`src/rtl/msx_mouse_port.sv`:
```
// msx_mouse_port: shares one MSX joystick port between a DB9 joystick
// and a PS/2 mouse, serving mouse deltas as strobe-sequenced nibbles.
module msx_mouse_port #(
  parameter int TIMEOUT = 100000,
  parameter int TO_W    = 18
) (
  input  logic       clk_sys,
  input  logic       reset,
  input  logic [5:0] joy_in,
  input  logic [8:0] mouse_dx,
  input  logic [8:0] mouse_dy,
  input  logic [1:0] mouse_btn,
  input  logic       mouse_strobe,
  input  logic       stra,
  output logic [5:0] port_out,
  output logic       mouse_en,
  output logic [1:0] seq_state
);

  typedef enum logic [1:0] {
    S_XH = 2'd0,
    S_XL = 2'd1,
    S_YH = 2'd2,
    S_YL = 2'd3
  } seq_e;

  seq_e            seq_q, seq_d;
  logic [5:0]      port_q, port_d;
  logic            en_q, en_d;
  logic [TO_W-1:0] to_q, to_d;
  logic            stra_q, stra_d;
  logic [7:0]      acc_x_q, acc_x_d;
  logic [7:0]      acc_y_q, acc_y_d;
  logic [7:0]      xfer_x_q, xfer_x_d;
  logic [7:0]      xfer_y_q, xfer_y_d;

  logic            act;
  logic [7:0]      base_x, base_y;

  // Signed add in 10 bits, clamped to [-128, +127].
  function automatic logic [7:0] sat8(
    input logic [7:0] a,
    input logic [8:0] d
  );
    logic [9:0] s;
    s = {{2{a[7]}}, a} + {d[8], d};
    if (!s[9] && s[8:7] != 2'b00)
      sat8 = 8'h7F;
    else if (s[9] && s[8:7] != 2'b11)
      sat8 = 8'h80;
    else
      sat8 = s[7:0];
  endfunction

  // The MSX reads each nibble with its MSB on port bit 0.
  function automatic logic [3:0] rev4(input logic [3:0] n);
    rev4 = {n[0], n[1], n[2], n[3]};
  endfunction

  // Next-state: ownership, accumulation, nibble sequencing, timeout.
  always_comb begin
    seq_d    = seq_q;
    port_d   = port_q;
    en_d     = en_q;
    to_d     = to_q;
    stra_d   = stra;
    acc_x_d  = acc_x_q;
    acc_y_d  = acc_y_q;
    xfer_x_d = xfer_x_q;
    xfer_y_d = xfer_y_q;
    base_x   = acc_x_q;
    base_y   = acc_y_q;
    act      = (stra ^ stra_q) & en_q;

    if (mouse_strobe)
      en_d = 1'b1;
    else if (joy_in != 6'h3F)
      en_d = 1'b0;

    if (act && seq_q == S_XH) begin
      xfer_x_d = acc_x_q;
      xfer_y_d = acc_y_q;
      base_x   = 8'h00;
      base_y   = 8'h00;
    end

    if (mouse_strobe) begin
      acc_x_d = sat8(base_x, mouse_dx);
      acc_y_d = sat8(base_y, mouse_dy);
    end else begin
      acc_x_d = base_x;
      acc_y_d = base_y;
    end

    if (!en_q) begin
      port_d = joy_in;
    end else begin
      port_d[5:4] = ~mouse_btn;
      if (act) begin
        unique case (seq_q)
          S_XH: port_d[3:0] = rev4(acc_x_q[7:4]);
          S_XL: port_d[3:0] = rev4(xfer_x_q[3:0]);
          S_YH: port_d[3:0] = rev4(xfer_y_q[7:4]);
          S_YL: port_d[3:0] = rev4(xfer_y_q[3:0]);
        endcase
      end
    end

    if (act) begin
      seq_d = seq_e'(seq_q + 2'd1);
      to_d  = TO_W'(TIMEOUT);
    end else if (to_q != '0) begin
      to_d = to_q - TO_W'(1);
      if (to_q == TO_W'(1))
        seq_d = S_XH;
    end

    if (en_q && !en_d) begin
      seq_d = S_XH;
      to_d  = '0;
    end
  end

  // State registers.
  always_ff @(posedge clk_sys or posedge reset) begin
    if (reset) begin
      seq_q    <= S_XH;
      port_q   <= 6'h3F;
      en_q     <= 1'b0;
      to_q     <= '0;
      stra_q   <= 1'b0;
      acc_x_q  <= 8'h00;
      acc_y_q  <= 8'h00;
      xfer_x_q <= 8'h00;
      xfer_y_q <= 8'h00;
    end else begin
      seq_q    <= seq_d;
      port_q   <= port_d;
      en_q     <= en_d;
      to_q     <= to_d;
      stra_q   <= stra_d;
      acc_x_q  <= acc_x_d;
      acc_y_q  <= acc_y_d;
      xfer_x_q <= xfer_x_d;
      xfer_y_q <= xfer_y_d;
    end
  end

  assign port_out  = port_q;
  assign mouse_en  = en_q;
  assign seq_state = seq_q;

endmodule

```
`config.mk`:
```
export PLATFORM = sky130hd
export DESIGN_NAME = msx_mouse_port
export DESIGN_NICKNAME = d
export VERILOG_FILES = /design/src/rtl/msx_mouse_port.sv
export SDC_FILE = /design/constraint.sdc
export NUM_CORES = 1
export LEC_CHECK = 0
export ABC_AREA = 0
export CAP_MARGIN = 20
export CELL_PAD_IN_SITES_DETAIL_PLACEMENT = 1
export CELL_PAD_IN_SITES_GLOBAL_PLACEMENT = 1
export CORE_ASPECT_RATIO = 0.6
export CORE_MARGIN = 3
export CORE_UTILIZATION = 47
export DETAILED_ROUTE_END_ITERATION = 8
export MAX_ROUTING_LAYER = met4
export PLACE_DENSITY = 0.95
export RECOVER_POWER = 50
export SLEW_MARGIN = 25
export SYNTH_ARGS = -nofsm -noshare
export SYNTH_HDL_FRONTEND = slang
export SYNTH_SLANG_ARGS = --single-unit
```
`constraint.sdc`:
```
create_clock -name clk_sys -period 7.13 [get_ports clk_sys]
set_clock_uncertainty 0.1 [all_clocks]
set_input_delay 1.426 -clock clk_sys [delete_from_list [all_inputs] [get_ports clk_sys]]
set_output_delay 1.426 -clock clk_sys [all_outputs]
set_load 0.05 [all_outputs]
```
After elaboration in Yosys (flattened, before gate mapping) --
Cells that the tools add are included.
Operators by class: reduce and logical (&&, ||, !) cells 16, bitwise logic cells 3, equal/unequal tests 8, muxes and demuxes 20, add/subtract/negate cells 4
Operator list (count):
- $mux W8 | 8
- $mux W18 | 3
- $add A8 B9 Y10 | 2
- $eq A18 B1 Y1 const B | 1
- $reduce_bool A18 Y1 | 1
- $sub A18 B1 Y18 const B | 1
- $pmux W4 S4 | 1
- $mux W2 | 4
- $logic_and A1 B1 Y1 | 6
- $mux W6 | 1
- $ne A6 B6 Y1 const B | 1
- $reduce_bool A3 Y1 | 2
- $eq A2 B2 Y1 const B | 2
- $mux W4 | 1
- $ne A2 B2 Y1 const B | 2
- $reduce_bool A2 Y1 | 2
- $logic_not A1 Y1 | 3
- $add A2 B1 Y2 const B | 1
- $eq A2 B1 Y1 const B | 1
- $logic_not A2 Y1 | 1
- $mux W1 | 2
- $ne A2 B1 Y1 const B | 1
- $not A2 Y2 | 1
- $reduce_and A2 Y1 | 1
- other kinds (2) | 2
Storage, ports and cells: register bits after elaboration 56, output and inout bits 9

Longest topological paths before layout --
depth after elaboration 10, mapped depth 15

Worst setup path after synthesis --
No wires, ideal clock.
path type input port to flip-flop, start in stra, end reg acc_y_q[6], buffers on the path 1, stages on the path 15, slack 2261 ps, arrival 4643 ps, setup time 126 ps, cell sequence xor2_1 -> and2_1 -> nand2_1 -> clkbuf_1 -> and2_1 -> ha_1 -> inv_1 -> fa_1 -> nand2b_1 -> a211oi_1 -> mux2i_1 -> or4_1 -> a21oi_1 -> nor2_1 -> a221o_1
Between the ends: longest elaborated chain between the ends 10, elaborated cells on any way between the ends 13
Ends and longest elaborated chain:
- from (decl) | RTL line 14 | input logic stra,
- $xor A1 B1 Y1 (*) | RTL line 73 | act = (stra ^ stra_q) & en_q;
- $and A1 B1 Y1 (*) | RTL line 73
- $logic_and A1 B1 Y1 (*) | RTL line 80 | if (act && seq_q == S_XH) begin
- $mux W8 (*) | RTL line 80
- $add A8 B9 Y10 | RTL line 46 | s = {{2{a[7]}}, a} + {d[8], d};
- $ne A2 B2 Y1 | RTL line 49 | else if (s[9] && s[8:7] != 2'b11)
- $logic_and A1 B1 Y1 | RTL line 49
- $mux W8 | RTL line 49
- $mux W8 | RTL line 47 | if (!s[9] && s[8:7] != 2'b00)
- $mux W8 (*) | RTL line 87 | if (mouse_strobe) begin
- via acc_y_d[6] | RTL line 33 | logic [7:0] acc_y_q, acc_y_d;
- to (signal assigned) | RTL line 143 | acc_y_q <= acc_y_d;
- to (decl) | RTL line 33
Mark *: on every way through the listed nets, which the timed path passes. The rest lies on a longest branch. A chain may end at the register's enable or synchronous reset.

Worst setup path in the final report --
start in stra, end reg acc_x_q[3]
Between the ends: longest elaborated chain between the ends 10, elaborated cells on any way between the ends 13
Ends and longest elaborated chain:
- $xor A1 B1 Y1 (*) | RTL line 73
- $and A1 B1 Y1 (*) | RTL line 73
- $logic_and A1 B1 Y1 (*) | RTL line 80
- $mux W8 (*) | RTL line 80
- $add A8 B9 Y10 | RTL line 46
- $ne A2 B2 Y1 | RTL line 49
- $logic_and A1 B1 Y1 | RTL line 49
- $mux W8 | RTL line 49
- $mux W8 | RTL line 47
- $mux W8 (*) | RTL line 87
- via acc_x_d[3] | RTL line 32 | logic [7:0] acc_x_q, acc_x_d;
- to (signal assigned) | RTL line 132 | acc_x_q <= 8'h00;
- to (signal assigned) | RTL line 142 | acc_x_q <= acc_x_d;
- to (decl) | RTL line 32
Marked as above.

==> impl_metrics.csv <==
group,metric,value,unit
layout,diodes,0,
pwr,net_switching_share_of_the_total_power,44.2,%
critical_path,cp_max_fo,20,
floorplanning,die-area,8630,µm²
drt,dr_wl_met3,660,µm
timing,period_needed,5.88,ns
timing,setup_repair_after_global_routing_missed_its_margin,"false",
timing,max_slew.worst_pin.slew,3.08,ns
floorplanning,num_io_pins,39,
floorplanning,initial_utilization,50.8,%
layout,multi_input_area,2020,µm²
critical_path,required,7.20,ns
logic_synthesis,synth_async_sr_flop_share,100,%
timing,fin_crit_sh,82.5,%
grt,grt.overflow.total,0,
logic_synthesis,warnings_synthesis,0,
drt,number_of_nets_with_antenna_violations_after_detailed_routing,0,
layout,finish.instance_area,4150,µm²
layout,seq_area,1410,µm²
critical_path,reg2reg_slack,2.56,ns
critical_path,crit_path_end_kind,"flop",
grt,antenna_found_initial,0,
pwr,p_leak,1.79,nW
layout,n_fill_cell,784,
logic_synthesis,syn-num-nets,422,
logic_synthesis,yosysSeqAreaShare,39.9,%
logic_synthesis,synth_top_flop_cell,"sky130_fd_sc_hd__dfrtp_1",
timing,finalSetupViolCount,0,
logic_synthesis,syn-instance-count,365,
timing,report.final.hold_viol_count,0,
floorplanning,chip_width,118,µm
drt,dr.first_iter.drc_count,318,
critical_path,timing.setup.critical_path_class,"input pin to flop",
worst_hold_path,hold_path.startpoint,"acc_y_q[7]",
critical_path,launch_point_of_the_worst_reg_to_reg_path,"stra_q",
cts,clk_transition_reported_paths,0.07,ns
floorplanning,core_ar,6960,µm²
worst_hold_path,min_to,"xfer_y_q[7]",
timing,highest_clock_rate,170,MHz
pwr,internal_power,0.000958,W
pwr,pwr-share-clk,14.6,%
outcome,status,"finished, violations left",
layout,fin_nets,459,
place,placedCellCount,495,
grt,first_global_vias,3321,
cts,cts_root_buffer,"sky130_fd_sc_hd__clkbuf_16",
logic_synthesis,synth_seq_cells,56,
worst_hold_path,count_of_cells_along_the_worst_hold_path,1,
drt,wl_per_cell,22.1,µm
grt,grt_start_max_net_pins,57,
drt,route.final.wire_length,11100,µm
place,pre_cts_slack,1.15,ns
drt,highest-signal-layer,"met4",
logic_synthesis,post_synth_design_cell_area,3530,µm²
pwr,comb_power_share,52.4,%
drt,drtPass1Iterations,7,
layout,drive_gt1_share,8.68,%
cts,cts_post_setup_buffers_inserted,0,
cts,tritoncts_buffer_count,5,
logic_synthesis,synthDistinctLibCells,52,
cts,htree_levels,2,
drt,met1Wirelength,4820,µm
timing,finalSetupTns,0,ns
floorplanning,placementRows,23,
cts,cts_tree,"done",
place,placed_cell_area,4010,µm²
critical_path,startpoint_type,"input pin",
place,buffer_ports.inserted,38,
layout,fin_cells,503,
drt,route.detailed.vias_per_inst,6.17,
flow_run,timing.max_cap.violations,1,
pwr,power-per-cell-area,414,nW/µm²
cts,cts_resized,0,
critical_path,timing.rr.end,"acc_x_q[3]",
logic_synthesis,synthesis.area_per_instance,9.68,µm²
cts,hold_buffers,0,
pwr,p_total,0.00172,W
place,final_hpwl_from_detailed_placement,7860,µm
drt,detailroute.via_count,3106,
timing,maxSlewHeadroom,-105,%
timing,number_of_max_slew_violations_in_the_final_report,57,
grt,all_layer_global_routing_usage,27.4,%
timing,fin_ws,1.25,ns
drt,detailroute.wirelength.met2,5130,µm
worst_hold_path,timing.hold.worst.class,"flop to flop",
floorplanning,fp.dieH,73.2,µm
pwr,total_switching_power,0.000759,W
grt,grt_first_pass_wirelength,18100,µm
logic_synthesis,synth_enable_flop_cells,0,
outcome,violated_checks,"max-capacitance violations, max-slew violations",
cts,cts.sink_count,56,
place,gpl.final_weighted_congestion,0.868,
pwr,power.ir.vdd_worst,163,µV
drt,drt_drc_violations_left,0,
cts,insertion_delay,0.30,ns
critical_path,worst_ep_arrival_time,5.96,ns
critical_path,worst_r2r_path_depth,12,
layout,areaGrowthSynthToFinish,17.5,%
pwr,power_frac_seq,33.0,%
cts,max-clock-path-buffers,2,
==> per-layer routing <==
layer	vias to the layer above	global-route usage, %
li1	1384	-
met1	1540	32.5
met2	130	45.5
met3	52	5.96
met4	0	13.1
met5	-	-
==> final cells by class <==
type	count	area share, %
multi-input combinational	282	48.6
sequential	56	33.9
timing repair buffer	40	9.43
clock buffer	6	3.10
tap	100	3.01
inverter	17	1.54
clock inverter	2	0.392
==> placed cells by master (no fill, tap or decap), types with 4 or more instances in the layout <==
cell / instances
sky130_fd_sc_hd__xor2_1: 12
sky130_fd_sc_hd__dfrtp_1: 50
sky130_fd_sc_hd__dfstp_2: 6
sky130_fd_sc_hd__clkdlybuf4s50_1: 33
sky130_fd_sc_hd__ha_1: 25
sky130_fd_sc_hd__nand2_1: 26
sky130_fd_sc_hd__a21oi_1: 28
sky130_fd_sc_hd__inv_1: 15
sky130_fd_sc_hd__xnor2_1: 12
sky130_fd_sc_hd__a222oi_1: 4
sky130_fd_sc_hd__a211oi_1: 5
sky130_fd_sc_hd__dlygate4sd3_1: 5
sky130_fd_sc_hd__clkbuf_16: 5
sky130_fd_sc_hd__nor2_1: 38
sky130_fd_sc_hd__nand3_1: 10
sky130_fd_sc_hd__nor2b_1: 4
sky130_fd_sc_hd__and2_1: 17
sky130_fd_sc_hd__o21ai_0: 13
sky130_fd_sc_hd__nor3_1: 7
sky130_fd_sc_hd__mux2_2: 14
sky130_fd_sc_hd__nand2b_1: 9
sky130_fd_sc_hd__a221o_1: 12
==> power by group through the flow <==
stage / Clock, W / Sequential [W] / Combinational (W)
after floorplan: 0 / 0.000539 / 0.000624
after detailed placement: 0 / 0.000560 / 0.000859
final: 0.000251 / 0.000566 / 0.000900
after global routing: 0.000262 / 0.000574 / 0.000983
after global placement: 0 / 0.000542 / 0.000782
after CTS: 0.000250 / 0.000558 / 0.000889
==> flip-flops by register name, summed over array words and instances, names as in the netlist <==
register	cells
acc_x_q	8
acc_y_q	8
mouse_en	1
port_out	6
seq_state	2
stra_q	1
to_q	18
xfer_x_q	4
xfer_y_q	8
==> kinds of logic (layout without fill, tap and decap cells) <==
logic type	Yosys count	in the layout	share of synthesized area [%]
DFF	56	56	39.9
and+or+nand+nor	127	127	18.6
AOI/OAI and AO/OA	87	87	17.2
xor gates and xnor gates	24	24	5.95
buffers and inverters	27	65	3.08
muxes	17	17	5.31
adders and majority gates	27	27	9.98
==> how the worst max path moves through the flow <==
| stage | start | end | slack [ns] |
|---|---|---|---|
| floorplan | stra | acc_y_q[6] | 2.26 |
| global placement | stra | acc_y_q[6] | 1.49 |
| detailed placement | stra | acc_x_q[3] | 1.15 |
| CTS | stra | acc_x_q[3] | 1.37 |
| global route | stra | acc_x_q[3] | 1.0 |
| finish | stra | acc_x_q[3] | 1.25 |
==> metrics by stage <==
stage,utilization (%),hold slack [ns]
detailed placement,57.6,0.403
CTS,59.7,0.415
finish,59.6,0.420
global route,59.6,0.427
global placement,57.6,0.388
floorplan,-,0.367
==> synthesized netlist by cell type (2+ instances only) <==
master / n / share of area [%]
sky130_fd_sc_hd__nor3_1: 7 / 0.99
sky130_fd_sc_hd__o21ai_1: 2 / 0.28
sky130_fd_sc_hd__dfrtp_1: 50 / 35
sky130_fd_sc_hd__o21ai_0: 13 / 1.8
sky130_fd_sc_hd__nand3_1: 10 / 1.4
sky130_fd_sc_hd__nand2b_1: 9 / 1.6
sky130_fd_sc_hd__and2_1: 17 / 3.0
sky130_fd_sc_hd__fa_1: 2 / 1.1
sky130_fd_sc_hd__xor2_1: 12 / 3.0
sky130_fd_sc_hd__o211a_1: 2 / 0.57
sky130_fd_sc_hd__xnor2_1: 12 / 3.0
sky130_fd_sc_hd__a221o_1: 12 / 3.4
sky130_fd_sc_hd__nand3b_1: 2 / 0.42
sky130_fd_sc_hd__nand4_1: 3 / 0.53
sky130_fd_sc_hd__a31oi_1: 3 / 0.53
sky130_fd_sc_hd__mux2_2: 14 / 4.5
sky130_fd_sc_hd__o21a_1: 3 / 0.64
sky130_fd_sc_hd__nand2_1: 26 / 2.8
sky130_fd_sc_hd__nor2_1: 38 / 4.0
sky130_fd_sc_hd__dfstp_2: 6 / 4.5
sky130_fd_sc_hd__mux2i_1: 3 / 0.85
sky130_fd_sc_hd__inv_1: 16 / 1.7
sky130_fd_sc_hd__a21o_1: 3 / 0.64
sky130_fd_sc_hd__a211oi_1: 5 / 1.1
sky130_fd_sc_hd__ha_1: 25 / 8.8
sky130_fd_sc_hd__clkbuf_1: 9 / 0.96
sky130_fd_sc_hd__a22o_1: 2 / 0.50
sky130_fd_sc_hd__nor2b_1: 4 / 0.71
sky130_fd_sc_hd__a222oi_1: 4 / 1.1
sky130_fd_sc_hd__a21oi_1: 28 / 4.0
sky130_fd_sc_hd__or4_4: 2 / 0.64
==> worst max-delay path: stages <==
cell,delay (ns)
sky130_fd_sc_hd__dlygate4sd3_1,0.56
sky130_fd_sc_hd__xor2_1,0.61
sky130_fd_sc_hd__and2_1,0.32
sky130_fd_sc_hd__nand2_1,0.44
sky130_fd_sc_hd__and2_1,0.36
sky130_fd_sc_hd__ha_1,0.38
sky130_fd_sc_hd__o21ai_0,0.18
sky130_fd_sc_hd__a21oi_1,0.37
sky130_fd_sc_hd__nand3_1,0.13
sky130_fd_sc_hd__a211o_1,0.32
sky130_fd_sc_hd__a21oi_1,0.27
sky130_fd_sc_hd__nor2_1,0.19
sky130_fd_sc_hd__a221o_1,0.39
(Power assumes the default switching activity.)
